### src/rtl/cr16_pkg.sv
// Shared CR16 datapath definitions: ALU opcodes and status flag layout.
//   OP_*        : 4-bit ALU opcodes (opcode_t)
//   FLAG_WIDTH  : width of the status flag vector
//   FLAG_C/L/F/Z/N : bit positions of carry, low, flag(overflow), zero, negative
package cr16_pkg;
   localparam int FLAG_WIDTH = 5;
   localparam int FLAG_C = 0;   // carry / borrow out of bit P_WIDTH-1
   localparam int FLAG_L = 1;   // unsigned A < B (SUB/CMP)
   localparam int FLAG_F = 2;   // signed overflow out of bit P_WIDTH-1
   localparam int FLAG_Z = 3;   // zero
   localparam int FLAG_N = 4;   // negative

   typedef enum logic [3:0] {
      OP_ADD = 4'd0,   // A + B
      OP_SUB = 4'd1,   // A - B
      OP_AND = 4'd2,
      OP_OR  = 4'd3,
      OP_XOR = 4'd4,
      OP_MOV = 4'd5,   // result = A
      OP_CMP = 4'd6,   // result = B, flags from A vs B
      OP_SHL = 4'd7,   // A << 1, carry = A msb
      OP_SHR = 4'd8,   // A >> 1 logical, carry = A lsb
      OP_NOT = 4'd9    // ~A
   } opcode_t;
endpackage

### src/rtl/datapath_pipelined_hazard.sv
// datapath_hazard_unit: combinational read-after-write detection against the
// op held in the WB register.
//   i_a_sel, i_b_sel : source selects of the op being issued
//   i_imm_sel        : A operand comes from the immediate (A cannot hazard)
//   i_wb_dest/valid/write : state of the WB register
//   o_fwd_a, o_fwd_b : operand needs the WB result
//   o_stall          : any operand hazard this cycle
module datapath_hazard_unit #(
   parameter int P_SEL_W = 4
) (
   input  logic [P_SEL_W-1:0] i_a_sel,
   input  logic [P_SEL_W-1:0] i_b_sel,
   input  logic               i_imm_sel,
   input  logic [P_SEL_W-1:0] i_wb_dest,
   input  logic               i_wb_valid,
   input  logic               i_wb_write,
   output logic               o_fwd_a,
   output logic               o_fwd_b,
   output logic               o_stall
);
   logic w_wb_live;

   // A WB op that does not write can never create a dependency.
   assign w_wb_live = i_wb_valid & i_wb_write;
   assign o_fwd_a   = w_wb_live & ~i_imm_sel & (i_wb_dest == i_a_sel);
   assign o_fwd_b   = w_wb_live & (i_wb_dest == i_b_sel);
   assign o_stall   = o_fwd_a | o_fwd_b;
endmodule

### src/rtl/datapath_pipelined.sv
// datapath_pipelined: two-stage (EX / WB) CR16 datapath.
//   EX: register read (+forward), immediate mux, ALU, external data mux,
//       capture into the WB register on an accepted issue.
//   WB: writes the captured result into the register file on the next
//       enabled edge.
// Build option: DATAPATH_PIPELINED_FORWARD_EN -- when defined, RAW hazards are
// resolved by forwarding O_RESULT_BUS; otherwise O_READY drops for one cycle.
// Ports:
//   I_CLK, I_NRESET (sync, active low), I_ENABLE (global advance)
//   I_VALID / O_READY issue handshake
//   I_REG_A_SELECT, I_REG_B_SELECT, I_DEST_SELECT, I_DEST_WRITE
//   I_IMMEDIATE, I_IMMEDIATE_SELECT, I_OPCODE
//   I_REGFILE_DATA, I_REGFILE_DATA_SELECT (external data into WB)
//   O_A, O_B (forwarded operands), O_RESULT_BUS, O_RESULT_VALID, O_STATUS_FLAGS
module datapath_pipelined
   import cr16_pkg::*;
#(
   parameter int P_WIDTH    = 16,
   parameter int P_NUM_REGS = 16,
   parameter int P_SEL_W    = $clog2(P_NUM_REGS)
) (
   input  logic                  I_CLK,
   input  logic                  I_NRESET,
   input  logic                  I_ENABLE,
   input  logic                  I_VALID,
   output logic                  O_READY,
   input  logic [P_SEL_W-1:0]    I_REG_A_SELECT,
   input  logic [P_SEL_W-1:0]    I_REG_B_SELECT,
   input  logic [P_SEL_W-1:0]    I_DEST_SELECT,
   input  logic                  I_DEST_WRITE,
   input  logic [P_WIDTH-1:0]    I_IMMEDIATE,
   input  logic                  I_IMMEDIATE_SELECT,
   input  opcode_t               I_OPCODE,
   input  logic [P_WIDTH-1:0]    I_REGFILE_DATA,
   input  logic                  I_REGFILE_DATA_SELECT,
   output logic [P_WIDTH-1:0]    O_A,
   output logic [P_WIDTH-1:0]    O_B,
   output logic [P_WIDTH-1:0]    O_RESULT_BUS,
   output logic                  O_RESULT_VALID,
   output logic [FLAG_WIDTH-1:0] O_STATUS_FLAGS
);
   localparam int MSB = P_WIDTH - 1;

   logic [P_WIDTH-1:0]    r_regs [P_NUM_REGS];
   logic [P_WIDTH-1:0]    r_wb_data;
   logic [P_SEL_W-1:0]    r_wb_dest;
   logic                  r_wb_write;
   logic                  r_wb_valid;
   logic [FLAG_WIDTH-1:0] r_flags;

   logic                  w_fwd_a, w_fwd_b, w_stall, w_accept;
   logic [P_WIDTH-1:0]    w_a_raw, w_b_raw, w_a_op, w_res;
   logic                  w_c, w_l, w_f, w_z, w_n;
   logic [FLAG_WIDTH-1:0] w_flags;

   datapath_hazard_unit #(.P_SEL_W(P_SEL_W)) u_hazard (
      .i_a_sel    (I_REG_A_SELECT),
      .i_b_sel    (I_REG_B_SELECT),
      .i_imm_sel  (I_IMMEDIATE_SELECT),
      .i_wb_dest  (r_wb_dest),
      .i_wb_valid (r_wb_valid),
      .i_wb_write (r_wb_write),
      .o_fwd_a    (w_fwd_a),
      .o_fwd_b    (w_fwd_b),
      .o_stall    (w_stall)
   );

   assign w_a_raw = r_regs[I_REG_A_SELECT];
   assign w_b_raw = r_regs[I_REG_B_SELECT];

`ifdef DATAPATH_PIPELINED_FORWARD_EN
   assign O_A     = w_fwd_a ? r_wb_data : w_a_raw;
   assign O_B     = w_fwd_b ? r_wb_data : w_b_raw;
   assign O_READY = I_ENABLE;
`else
   // Without forwarding the stall guarantees the raw values are current
   // whenever an op is actually accepted.
   assign O_A     = w_a_raw;
   assign O_B     = w_b_raw;
   assign O_READY = I_ENABLE & ~w_stall;
`endif

   assign w_accept = I_VALID & O_READY;   // O_READY already includes I_ENABLE
   assign w_a_op   = I_IMMEDIATE_SELECT ? I_IMMEDIATE : O_A;

   // ALU
   always_comb begin
      w_res = '0;
      w_c   = 1'b0;
      w_l   = 1'b0;
      w_f   = 1'b0;
      case (I_OPCODE)
         OP_ADD: begin
            {w_c, w_res} = {1'b0, w_a_op} + {1'b0, O_B};
            w_f = (w_a_op[MSB] == O_B[MSB]) && (w_res[MSB] != w_a_op[MSB]);
         end
         OP_SUB: begin
            {w_c, w_res} = {1'b0, w_a_op} - {1'b0, O_B};   // carry = borrow
            w_f = (w_a_op[MSB] != O_B[MSB]) && (w_res[MSB] != w_a_op[MSB]);
            w_l = (w_a_op < O_B);
         end
         OP_AND: w_res = w_a_op & O_B;
         OP_OR:  w_res = w_a_op | O_B;
         OP_XOR: w_res = w_a_op ^ O_B;
         OP_MOV: w_res = w_a_op;
         OP_CMP: begin
            w_res = O_B;
            w_l   = (w_a_op < O_B);
         end
         OP_SHL: {w_c, w_res} = {w_a_op, 1'b0};
         OP_SHR: begin
            w_res = w_a_op >> 1;
            w_c   = w_a_op[0];
         end
         OP_NOT: w_res = ~w_a_op;
         default: w_res = '0;
      endcase
      // CMP reports the comparison, not its pass-through result.
      if (I_OPCODE == OP_CMP) begin
         w_z = (w_a_op == O_B);
         w_n = ($signed(w_a_op) < $signed(O_B));
      end else begin
         w_z = (w_res == '0);
         w_n = w_res[MSB];
      end
   end

   always_comb begin
      w_flags         = '0;
      w_flags[FLAG_C] = w_c;
      w_flags[FLAG_L] = w_l;
      w_flags[FLAG_F] = w_f;
      w_flags[FLAG_Z] = w_z;
      w_flags[FLAG_N] = w_n;
   end

   always_ff @(posedge I_CLK) begin
      if (!I_NRESET) begin
         for (int i = 0; i < P_NUM_REGS; i++) r_regs[i] <= '0;
         r_wb_data  <= '0;
         r_wb_dest  <= '0;
         r_wb_write <= 1'b0;
         r_wb_valid <= 1'b0;
         r_flags    <= '0;
      end else if (I_ENABLE) begin
         if (r_wb_valid && r_wb_write) r_regs[r_wb_dest] <= r_wb_data;
         r_wb_valid <= w_accept;
         if (w_accept) begin
            r_wb_data  <= I_REGFILE_DATA_SELECT ? I_REGFILE_DATA : w_res;
            r_wb_dest  <= I_DEST_SELECT;
            r_wb_write <= I_DEST_WRITE;
            // Loads bypass the ALU and leave the flags of the last ALU op.
            if (!I_REGFILE_DATA_SELECT) r_flags <= w_flags;
         end
      end
   end

   assign O_RESULT_BUS   = r_wb_data;
   assign O_RESULT_VALID = r_wb_valid;
   assign O_STATUS_FLAGS = r_flags;
endmodule

### config.mk
export PLATFORM = sky130hd
export DESIGN_NAME = datapath_pipelined
export DESIGN_NICKNAME = d
export VERILOG_FILES = /design/src/rtl/cr16_pkg.sv /design/src/rtl/datapath_pipelined_hazard.sv /design/src/rtl/datapath_pipelined.sv
export SDC_FILE = /design/constraint.sdc
export NUM_CORES = 1
export LEC_CHECK = 0
export CORE_MARGIN = 1
export CORE_UTILIZATION = 60
export CTS_CLUSTER_DIAMETER = 40
export DETAILED_ROUTE_END_ITERATION = 12
export MAX_ROUTING_LAYER = met4
export PLACE_DENSITY = 0.84
export SYNTH_ARGS = -nofsm -noshare
export SYNTH_HDL_FRONTEND = slang
export SYNTH_SLANG_ARGS = --single-unit
export TNS_END_PERCENT = 20
### constraint.sdc
create_clock -name I_CLK -period 8.9 [get_ports I_CLK]
set_input_delay 1.335 -clock I_CLK [delete_from_list [all_inputs] [get_ports I_CLK]]
set_output_delay 1.335 -clock I_CLK [all_outputs]
set_load 0.1 [all_outputs]
# After elaboration in Yosys (flattened, before gate mapping)
# Memories as Yosys holds them, arrays and structs flattened.
# Cells that the tools add are included.
classes:
  n_addsub: 2
  magnitude_cmp: 2
  eq_ne: 16
  muxes: 16
  bitwise_logic: 14
  n_reduce_logical: 9
ops:
  columns: ["operator", "n"]
  rows:
  - ["16-bit one-hot mux with 10 select lines", 1]
  - ["16-bit 2-to-1 mux", 3]
  - ["16-bit less-than comparator", 2]
  - ["16-bit by 16-bit adder with 17-bit output", 1]
  - ["16-bit by 16-bit subtractor with 17-bit output", 1]
  - ["16-bit AND", 1]
  - ["16-bit equality test", 1]
  - ["4-bit by 3-bit equality test with 1-bit output, second input constant", 4]
  - ["16-bit logical NOT", 1]
  - ["16-bit NOT", 1]
  - ["16-bit OR", 1]
  - ["16-bit OR reduction", 1]
  - ["16-bit XOR", 1]
  - ["1-bit 2-to-1 mux", 9]
  - ["4-bit by 2-bit equality test with 1-bit output, second input constant", 2]
  - ["4-bit equality test", 2]
  - ["4-bit equality test, second input constant", 2]
  - ["1-bit AND", 6]
  - ["4-bit by 1-bit equality test with 1-bit output, second input constant", 1]
  - ["4-bit logical NOT", 1]
  - ["4-bit 2-to-1 mux", 1]
  - ["1-bit one-hot mux with 4 select lines", 1]
  - ["1-bit logical AND", 3]
  - ["1-bit != test", 3]
  - ["other kinds (7)", 9]
word_totals:
  ff_bits: 27
  ramBits: 256
  input_bits: 55
  output_inout_bits: 55
  wordCells: 65
  memories: 1
mem_list:
  columns: ["memory", "words", "word_bits", "read_ports", "rd_clocked_by_memory_dff", "write_ports", "line_no", "text"]
  rows:
  - ["r_regs", 16, 16, 2, 0, 16, "datapath_pipelined.sv:44", "logic [P_WIDTH-1:0] r_regs [P_NUM_REGS];"]

# Logic depth before layout (Yosys ltp)
# Gate-level depths: netlist of the first run.
logic_depth:
  depth_word: 8
  depth_mapped: 22
  mapped_depth_nobuf: 18

# Cells and area by module
# From an unflattened synthesis of the first run, not the netlist that was laid out.
unflattened:
  hier_cells: 1656
  hier_area_um2: 19023.2
modules_own_cells:
  columns: ["mod", "instances", "cells_each", "area_per_inst_um2", "seq_area_each_um2"]
  rows:
  - ["datapath_pipelined", 1, 1642, 18915.6, 8227.9]
  - ["datapath_hazard_unit", 1, 14, 107.6, 0.0]

# Least setup slack after synthesis of the first run
# No wires, ideal clock.
synth_timing:
  path_type: "input to register"
  startpoint: "input I_REG_B_SELECT[2]"
  endpoint: "register r_flags[3], in the netlist O_STATUS_FLAGS[3]"
  setup_time_ps: 88
  t_arrival_ps: 7639
  required_time_ps: 8812
  slack_ps: 1173
  stages: 17
  path_buffers: 3
  path_cell_list: "clkbuf_1 > clkbuf_1 > clkbuf_1 > mux2i_1 > o21ai_0 > inv_1 > ha_1 > a211oi_1 > o31ai_1 > a21o_1 > xor2_1 > a2111oi_0 > nor3b_1 > nand4_1 > nor4_1 > nand3_1 > o32ai_2"
synth_via:
  word_cells_on_any_way: 17
synth_rtl:
  columns: ["item", "line_no", "text"]
  rows:
  - ["start, declared", "datapath_pipelined.sv:28", "input logic [P_SEL_W-1:0] I_REG_B_SELECT,"]
  - ["memory read 16 x 16 bit (*)", null, null]
  - ["named net O_B[1]", "datapath_pipelined.sv:37", "output logic [P_WIDTH-1:0] O_B,"]
  - ["16-bit by 16-bit subtractor with 17-bit output (tied with other cells)", "datapath_pipelined.sv:98", "{w_c, w_res} = {1'b0, w_a_op} - {1'b0, O_B};"]
  - ["16-bit one-hot mux with 10 select lines", "datapath_pipelined.sv:92", "case (I_OPCODE)"]
  - ["16-bit logical NOT", "datapath_pipelined.sv:123", "w_z = (w_res == '0);"]
  - ["1-bit 2-to-1 mux (*)", "datapath_pipelined.sv:119", "if (I_OPCODE == OP_CMP) begin"]
  - ["end signal, assigned", "datapath_pipelined.sv:153", "if (!I_REGFILE_DATA_SELECT) r_flags <= w_flags;"]
  - ["end, declared", "datapath_pipelined.sv:49", "logic [FLAG_WIDTH-1:0] r_flags;"]
# The timed path passes the listed nets; every way through them passes the cells marked *.
# A chain may end at the register's enable or synchronous reset.

# Worst setup path after layout of the first run
layout_timing:
  startpoint: "input I_REG_A_SELECT[1]"
  endpoint: "register r_flags[3], in the netlist O_STATUS_FLAGS[3]"
layout_via:
  elab_chain_cells: 7
  word_cells_on_any_way: 19
layout_lines:
  columns: ["item", "line_no", "text"]
  rows:
  - ["start, declared", "datapath_pipelined.sv:27", "input logic [P_SEL_W-1:0] I_REG_A_SELECT,"]
  - ["branches (longest 7 deep; another with 16-bit by 16-bit subtractor with 17-bit output)", null, null]
# Parallel ways; which one is timed is not known.

==> out/metrics.csv, run 1 <==
stage;metric;value;unit
critical_path;cp-start-kind;input port;
synth;synth_edf_count;256;
synth;synthFlopType;edfxtp_1;
routing;drc_errors;0;
placement;place_inst;2095;
synth;ys_ff_latch;283;
status;status;finished, final reports clean;
cts;ctsResizeCount;0;
cts;cts_hold_buffers;0;
final_layout;design_area;21850;sq um
critical_path;end_kind;flop;
synth;synth_area_per_cell;11.50;sq um
synth;yosys_warnings;0;
timing;rsz0062_at_grt;no;
cts;cts_setup_buffers;0;
timing;timing.fmax;143.8;MHz
floorplan;die_w;180.9;um
floorplan;start_util;60.85;%
timing;post-route-period-util;78.13;%
final_layout;drive_gt1_share;17.51;%
timing;finClkSkew;31.90;ps
cts;cts_buffer_depth;3;
floorplan;ios;110;
synth;synthArstFlopShare;0;%
routing;vias;16210;
global_routing;grtUsageTotal;46.43;%
cts;cts_root_buffer;clkbuf_16;
worst_hold_path;hp-class;reg -> reg;
cts;cts_made_buffers;40;
routing;vias_per_cell;7.470;
global_routing;antenna_found_initial;1;
power_and_ir_drop;cellPowerDensity;189.4;nW/um^2
timing;hold_viol_final;0;
synth;synth_nets;1775;
timing;setup_tns;0;ps
routing;ant_nets;0;
global_routing;overflow;0;
flow_run;maxCapViolCount;0;
final_layout;final_nets;1840;
timing;fin_crit;6954;ps
floorplan;row_count;65;
timing;setup_ws;1946;ps
power_and_ir_drop;ir_drop;0.1888;mV
cts;clock_latency;550;ps
global_routing;grt_pass1_vias;15934;
final_layout;syn2layout_area_growth;13.78;%
critical_path;critPathKind;in -> reg;
global_routing;grt_max_degree;44;
critical_path;worstPathArrival;7400;ps
routing;drtIter0Drc;2754;
routing;drt_first_pass_iters;6;
power_and_ir_drop;total_leakage_power;8.275;nW
placement;io_buffers;109;
global_routing;grt_pass1_wl;105800;um
placement;gp_congestion;1.062;
synth;post_synth_inst_count;1670;
cts;cts.clk_slew.worst_paths;50;ps
power_and_ir_drop;finalPower;4.138;mW
routing;drt_wl_total;73360;um
timing;max-slew-margin-rel;12.04;%
timing;worstMarginPinSlew;1306;ps
timing;setup_viol;0;
floorplan;dieArea;32720;sq um
cts;htreeDepth;2;
placement;post-place-ws;1562;ps
critical_path;crit_path_max_fanout;28;
final_layout;final_cells;2170;
cts;cts.sinks;283;
placement;place_area;20500;sq um
synth;synth_area;19200;sq um
timing;slew_violations;0;
synth;ys_types;91;
placement;dpl.hpwl;48070;um
critical_path;worstPathRequired;9340;ps
cts;cts_tree;yes;
routing;avgRoutedWirePerCell;33.81;um
floorplan;die_y;180.9;um
floorplan;core_area;31560;sq um
synth;ys_seq_area_share;42.85;%
==> sequential cells by signal, indices dropped and copies added (netlist names) <==
signal          flops
O_RESULT_BUS       16
O_STATUS_FLAGS      5
r_regs            256
r_wb_dest           4
O_RESULT_VALID      1
r_wb_write          1
==> final timing paths <==
check / from / end / slack [ps] / cells past startpoint
hold / removal: O_STATUS_FLAGS[1] / O_STATUS_FLAGS[1] / 470 / 2
setup reg to reg: r_regs[14][1] / O_STATUS_FLAGS[3] / 3490 / 15
setup / recovery: I_REG_A_SELECT[1] / O_STATUS_FLAGS[3] / 1950 / 20
hold reg to reg: O_STATUS_FLAGS[1] / O_STATUS_FLAGS[1] / 470 / 2
==> cells in the final DEF (no fill, tap or decap), drive strengths merged, types with 16 or more instances in the layout <==
cell type      count
inv               71
ha                48
clkdlybuf4s50    100
dfxtp             27
a21oi             58
mux4             118
buf               56
nor3              30
edfxtp           256
nand2             96
o21ai             70
nand3             18
a22oi             22
mux2i             74
nor2              93
nor2b             18
mux2              30
clkbuf            43
nand2b            19
and2             260
clkinv            16
==> logic make-up after synthesis <==
family	after synthesis	synth area share, %
buffers and inverters	196	5.089
adder cells (fa/ha/maj)	50	3.336
flip-flops	283	42.85
multiplexers	222	19.75
XOR/XNOR	16	0.7298
AO/OA/AOI/OAI	302	10.99
AND/OR/NAND/NOR	601	17.26
==> worst max-delay path, cell delays in order <==
cell,delay [ps]
buf_2,510
buf_4,500
inv_1,360
mux2i_1,210
mux2i_1,380
mux2i_1,300
inv_1,180
ha_1,200
inv_1,70
fa_1,440
nor2b_1,180
o31a_1,240
o31a_1,280
nor2_1,110
o21ai_0,430
a211o_1,190
a21oi_1,70
a2111oi_0,910
nand2_1,180
o32ai_2,280
==> synth_stat cells (6+ instances only) <==
master,n,share of area (%)
a2111oi_0,7,0.32
a211oi_1,7,0.27
a21o_1,8,0.31
a21oi_1,58,1.5
a221o_1,7,0.36
a22o_1,10,0.46
a22oi_1,22,0.86
a31oi_1,11,0.36
and2_1,259,8.4
buf_1,6,0.12
buf_2,8,0.21
buf_4,10,0.39
buf_6,9,0.53
clkbuf_1,88,1.7
clkbuf_8,11,0.79
dfxtp_1,27,2.8
edfxtp_1,256,40
ha_1,48,3.1
inv_1,59,1.2
mux2_2,30,1.8
mux2i_1,74,3.9
mux4_1,15,2.1
mux4_2,103,12
nand2_1,96,1.9
nand2b_1,19,0.62
nand3_1,17,0.44
nand3b_1,6,0.23
nand4_1,9,0.29
nor2_1,93,1.8
nor2b_1,18,0.59
nor3_1,30,0.78
nor3b_1,9,0.35
nor4_1,11,0.36
o2111ai_1,10,0.46
o211ai_1,7,0.27
o21ai_0,69,1.8
o221ai_1,12,0.55
o22ai_1,12,0.39
o31ai_1,7,0.27
xnor2_1,12,0.55
==> per-stage QoR <==
step | utilization [%] | hold WS [ps]
after global routing | 69.21 | 506.9
after detailed placement | 64.96 | 461.7
after CTS | 69.21 | 468.4
after global placement | 64.96 | 455.9
final | 69.23 | 465.1
after floorplan | - | 487.1
==> report_power, final <==
group	switching [mW]	internal [mW]
sequential	0.0550	1.49
clock	0.654	0.940
combinational	0.676	0.321
==> metal layers <==
metal | up-vias | wire length, um | GRT usage, % | share of wire, %
met4 | 0 | 5635 | 31.62 | 7.7
met1 | 7829 | 24740 | 54.58 | 34
met5 | - | 0 | - | 0
li1 | 6444 | - | - | -
met3 | 415 | 9377 | 11.85 | 13
met2 | 1522 | 33600 | 70.49 | 46
==> cell type report <==
cell class / count / area, sq um
Inverter: 63 / 236.5
Clock buffer: 43 / 1055
Sequential cell: 283 / 8228
Fill cell: 2157 / 9709
Multi-Input combinational cell: 1191 / 10120
Timing Repair Buffer: 156 / 1414
Tap cell: 402 / 503.0
Antenna cell: 3 / 7.507
Clock inverter: 29 / 284.0
Note: power is estimated with default switching activity, not from simulation.
==> run 2, diff against run 1 <==
- clock period: 8.9 -> 6.9 ns (I/O delays scaled with it)
==> out/metrics.csv, run 2 (same netlist as run 1, synthesis figures left out) <==
stage;metric;value;unit
final_layout;final_cells;2202;
cts;cts_hold_buffers;0;
routing;drc_errors;0;
final_layout;layout_common_cells;and2_1 (259), edfxtp_1 (256), mux4_2 (103);
cts;clock_latency;540;ps
worst_hold_path;hp-class;reg -> reg;
critical_path;cp-start-kind;input port;
timing;max-slew-margin-rel;15.23;%
final_layout;final_common_cell;and2_1;
final_layout;largest_reg_flops;256;
floorplan;ios;110;
critical_path;crit_path_max_fanout;13;
timing;hold_slack;463.6;ps
final_layout;regMostFlops;r_regs;
cts;cts_tree;yes;
timing;timing.fmax;168.0;MHz
global_routing;grtUsageTotal;46.07;%
flow_run;maxCapViolCount;0;
timing;slew_violations;0;
global_routing;antenna_found_initial;1;
cts;ctsResizeCount;0;
final_layout;syn2layout_area_growth;14.64;%
critical_path;end_kind;flop;
routing;ant_nets;0;
timing;finClkSkew;18.21;ps
floorplan;die_w;180.9;um
global_routing;grt_max_degree;42;
cts;cts_made_buffers;37;
critical_path;worstPathArrival;6370;ps
final_layout;drive_gt1_share;18.62;%
power_and_ir_drop;seqPwrFrac;38.1;%
power_and_ir_drop;ir_drop;0.2090;mV
global_routing;overflow;0;
timing;rsz0062_at_grt;no;
timing;setup_viol;0;
final_layout;nFillCells;2172;
cts;cts.sinks;283;
routing;avgRoutedWirePerCell;33.43;um
routing;drt_wl_total;73610;um
routing;drtIter0Drc;2528;
status;status;finished, final reports clean;
global_routing;grt_pass1_wl;105000;um
cts;cts.clk_slew.worst_paths;50;ps
global_routing;grt_pass1_vias;15963;
floorplan;dieArea;32720;sq um
routing;vias;16536;
floorplan;core_area;31560;sq um
power_and_ir_drop;cellPowerDensity;238.1;nW/um^2
power_and_ir_drop;power_frac_clock;36.4;%
power_and_ir_drop;finalPower;5.241;mW
power_and_ir_drop;p_sw;1.740;mW
cts;cts_setup_buffers;0;
power_and_ir_drop;total_leakage_power;8.414;nW
placement;gp_congestion;1.077;
timing;worstMarginPinSlew;1272;ps
final_layout;final_nets;1878;
final_layout;fin_util;69.75;%
timing;setup_tns;0;ps
routing;vias_per_cell;7.510;
floorplan;row_count;65;
cts;htreeDepth;2;
timing;fin_crit;5952;ps
timing;hold_viol_final;0;
floorplan;die_y;180.9;um
power_and_ir_drop;netSwitchingFraction;33.20;%
cts;cts_root_buffer;clkbuf_16;
power_and_ir_drop;combinationalPowerShare;25.5;%
placement;io_buffers;109;
placement;place_inst;2136;
cts;cts_buffer_depth;3;
power_and_ir_drop;power.internal;3.501;mW
critical_path;worstPathRequired;7320;ps
floorplan;start_util;60.85;%
timing;post-route-period-util;86.27;%
critical_path;critPathKind;in -> reg;
placement;dpl.hpwl;49900;um
routing;drt_first_pass_iters;8;
## run 2: changes by cell type in the layout (fill, tap and decap cells not counted), sizes merged
cell      change
clkinvlp      -2
buf          +41
inv           -3
diode         -2
bufinv        +1
clkbuf        -3
## run 2: worst max-delay path, stage by stage
cell and delay, ps:
buf_2 330, buf_4 310, mux4_1 600, o311ai_1 570
o21ai_0 370, inv_1 120, ha_1 360, inv_1 80
o31ai_1 420, o22ai_1 360, o21ba_2 310, o31ai_1 420
o221ai_1 160, o21ai_0 320, and3_2 250, nand2_1 80
a41o_1 260
## run 2: worst paths after layout
check | start | endpoint | slack [ps] | depth (start not counted)
setup reg to reg | r_regs[12][1] | O_STATUS_FLAGS[3] | 1720 | 16
hold / removal | O_STATUS_FLAGS[1] | O_STATUS_FLAGS[1] | 460 | 2
hold reg to reg | O_STATUS_FLAGS[1] | O_STATUS_FLAGS[1] | 460 | 2
setup / recovery | I_REG_A_SELECT[0] | O_STATUS_FLAGS[4] | 950 | 17
## run 2: final cells by class
class                           instances  area (sq um)  share of cell area, %
Antenna cell                            1         2.502                0.01137
Clock buffer                           40         958.4                  4.354
Clock inverter                         25         240.2                  1.091
Inverter                               63         236.5                  1.074
Multi-Input combinational cell       1191         10110                  45.92
Sequential cell                       283          8228                  37.38
Tap cell                              402         503.0                  2.285
Timing Repair Buffer                  197          1734                  7.879
## run 2: power by group through the flow
stage                     clock network, mW  registers, mW  logic (mW)
after global placement                    0           2.01        1.29
after global routing                   1.96           2.00        1.38
after CTS                              1.89           1.99        1.29
final                                  1.91           1.99        1.34
after floorplan                           0           2.03       0.835
after detailed placement                  0           2.02        1.28
## run 2: metal layers
| metal | part of all wire, % | global-route usage (%) | wire length [um] | vias up |
|---|---|---|---|---|
| li1 | - | - | - | 6524 |
| met2 | 45 | 69.14 | 32850 | 1650 |
| met4 | 8.7 | 32.03 | 6377 | 0 |
| met1 | 32 | 54.63 | 23880 | 7872 |
| met3 | 14 | 11.69 | 10500 | 490 |
| met5 | 0 | - | 0 | - |
## run 2: per-stage QoR
stage	cell area [sq um]	setup slack, ps
2_1_floorplan	19200	153.8
3_3_place_gp	20810	729.4
3_5_place_dp	20810	584.7
4_1_cts	22010	1125
5_1_grt	22010	830.2
6_report	22010	947.7
==> patch (settings of run 2) <==
Set the parameter `P_WIDTH` to 24 (it was 16).
--- a/src/rtl/datapath_pipelined.sv
+++ b/src/rtl/datapath_pipelined.sv
@@ -15,7 +15,7 @@
 module datapath_pipelined
    import cr16_pkg::*;
 #(
-   parameter int P_WIDTH    = 16,
+   parameter int P_WIDTH    = 24,
    parameter int P_NUM_REGS = 16,
    parameter int P_SEL_W    = $clog2(P_NUM_REGS)
 ) (
Interface: changed (5 resized); port bits go from 110 to 150. The function was not compared with the original's and may differ.
==> patch against run 2 <==
Via count grew 55%; design area rose by 51%; sequential cell count is 136 higher; worst setup slack got worse by 680 ps; final cell count up 54%; synthesized area rose by 50%; wire length increased by 63%; synthesized cell count increased by 56%; core utilization grew 1.2 points; power increased by 59%; critical endpoint is now O_STATUS_FLAGS[3]; largest cell class unchanged; highest routed layer unchanged.
==> patch: results (changes against run 2) <==
fin crit period 6640 ps (+684 ps); average cell area after synthesis 11.0 µm² (-4.0%); number of synthesized flops with an enable pin 384 (+50%); worst reg2reg path depth 19 (+3); CTS Buf Count 59 (+59%); Setup WS pre-CTS 153 ps (-432 ps); worst skew pair latency 640 ps (+100 ps); post-synth cell types 96 (+5.5%); Net Count, Synth 2753 (+55%); number of global-route vias before repair 24925 (+56%); Initial DRC Count 4645 (+84%); Pre-antenna DRT Iters 6 (-2); vias per inst 7.57 (+0.80%); CP max FO 25 (+12); Final Non-Filler Cells 3387 (+54%); GPL Wtd Cong 1.04 (-3.8%); hold_ws 495 ps (+31.8 ps); Setup Skew 27.7 ps (+9.49 ps); Final nets 2874 (+53%); reg2reg start r_regs[2][0]; largest net degree at the start of global routing 57 (+36%); PortBufs 149 (+37%); global-route wire length before repair 171000 µm (+63%); HPWL Detailed 78700 µm (+58%); WL/cell 35.4 µm (+6.0%); ranking of synthesized cells by area edfxtp_1, mux4_2, and2_1; crit path launch I_REG_A_SELECT[3]; GRT Util Overall 0.502 (+0.0411); Slew Limit Headroom 0.141 (-0.0114); Pleak 12.7 nW (+51%); outcome completed; initial antenna violation count 6 (+5); number of flip-flops in the largest register 384 (+50%); layout cell share with drive strength beyond 1 0.175 (-0.0113); sequential fraction of the synthesis area 0.425 (-0.00342); fill count 3164 (+46%); Peak VDD IR 0.000281 V (+34%)
patch: cell types whose count changed after synthesis, sizes merged, moves of 49 or more:
cell / delta
and2: +144
edfxtp: +128
nand2: +73
mux2i: +63
clkbuf: +51
nor2: +49
patch: cell type report:
class / instances / area (µm²) / area share
Inverter: 95 / 357 / 0.0107
Tap cell: 607 / 759 / 0.0228
Timing Repair Buffer: 277 / 2450 / 0.0735
Sequential cell: 419 / 12200 / 0.367
Antenna cell: 2 / 5.00 / 0.000150
Clock inverter: 46 / 594 / 0.0178
Multi-Input combinational cell: 1877 / 15400 / 0.463
Clock buffer: 64 / 1520 / 0.0455
patch: power by group:
part,internal [W],switching [W]
clock,0.00194,0.00132
sequential,0.00285,0.0000990
combinational,0.000671,0.00143
total,0.00546,0.00285
patch: logic make-up after synthesis:
family	after synthesis	synth area share
simple gates	955	0.182
compound gates	502	0.122
flops	419	0.425
mux	324	0.184
buf+inv	312	0.0469
fa+ha+maj	74	0.0327
xor+xnor	22	0.00670
patch: worst min path at each step:
stage / start / end
finish: O_STATUS_FLAGS[1] / O_STATUS_FLAGS[1]
detailed placement: r_wb_write / r_wb_write
floorplan: r_wb_write / r_wb_write
CTS: r_wb_write / r_wb_write
global placement: O_STATUS_FLAGS[1] / O_STATUS_FLAGS[1]
global route: O_STATUS_FLAGS[1] / O_STATUS_FLAGS[1]
patch: per-stage QoR:
step | util | power (W) | instance area, µm²
after floorplan | - | 0.00429 | 28800
after global placement | 0.665 | 0.00498 | 31200
after detailed placement | 0.665 | 0.00499 | 31200
after CTS | 0.710 | 0.00819 | 33300
after global routing | 0.710 | 0.00845 | 33300
final | 0.710 | 0.00831 | 33300
patch: per-layer routing:
layer,up-vias,GRT usage,part of all wire
met3,719,0.179,0.16
met5,-,-,0
met1,12149,0.609,0.33
met2,2732,0.704,0.42
li1,10039,-,-
met4,0,0.335,0.083
patch: worst max-delay path: stages:
cell	delay (ps)
buf_2	670
or2_1	500
o22ai_1	190
a211oi_1	810
a21o_1	390
o21ai_0	160
ha_1	490
buf_4	210
nand4_1	160
o22ai_1	260
nor2_1	150
o311ai_0	860
o221ai_1	290
a211o_1	340
nor2_1	280
nand4_1	130
o31ai_1	230
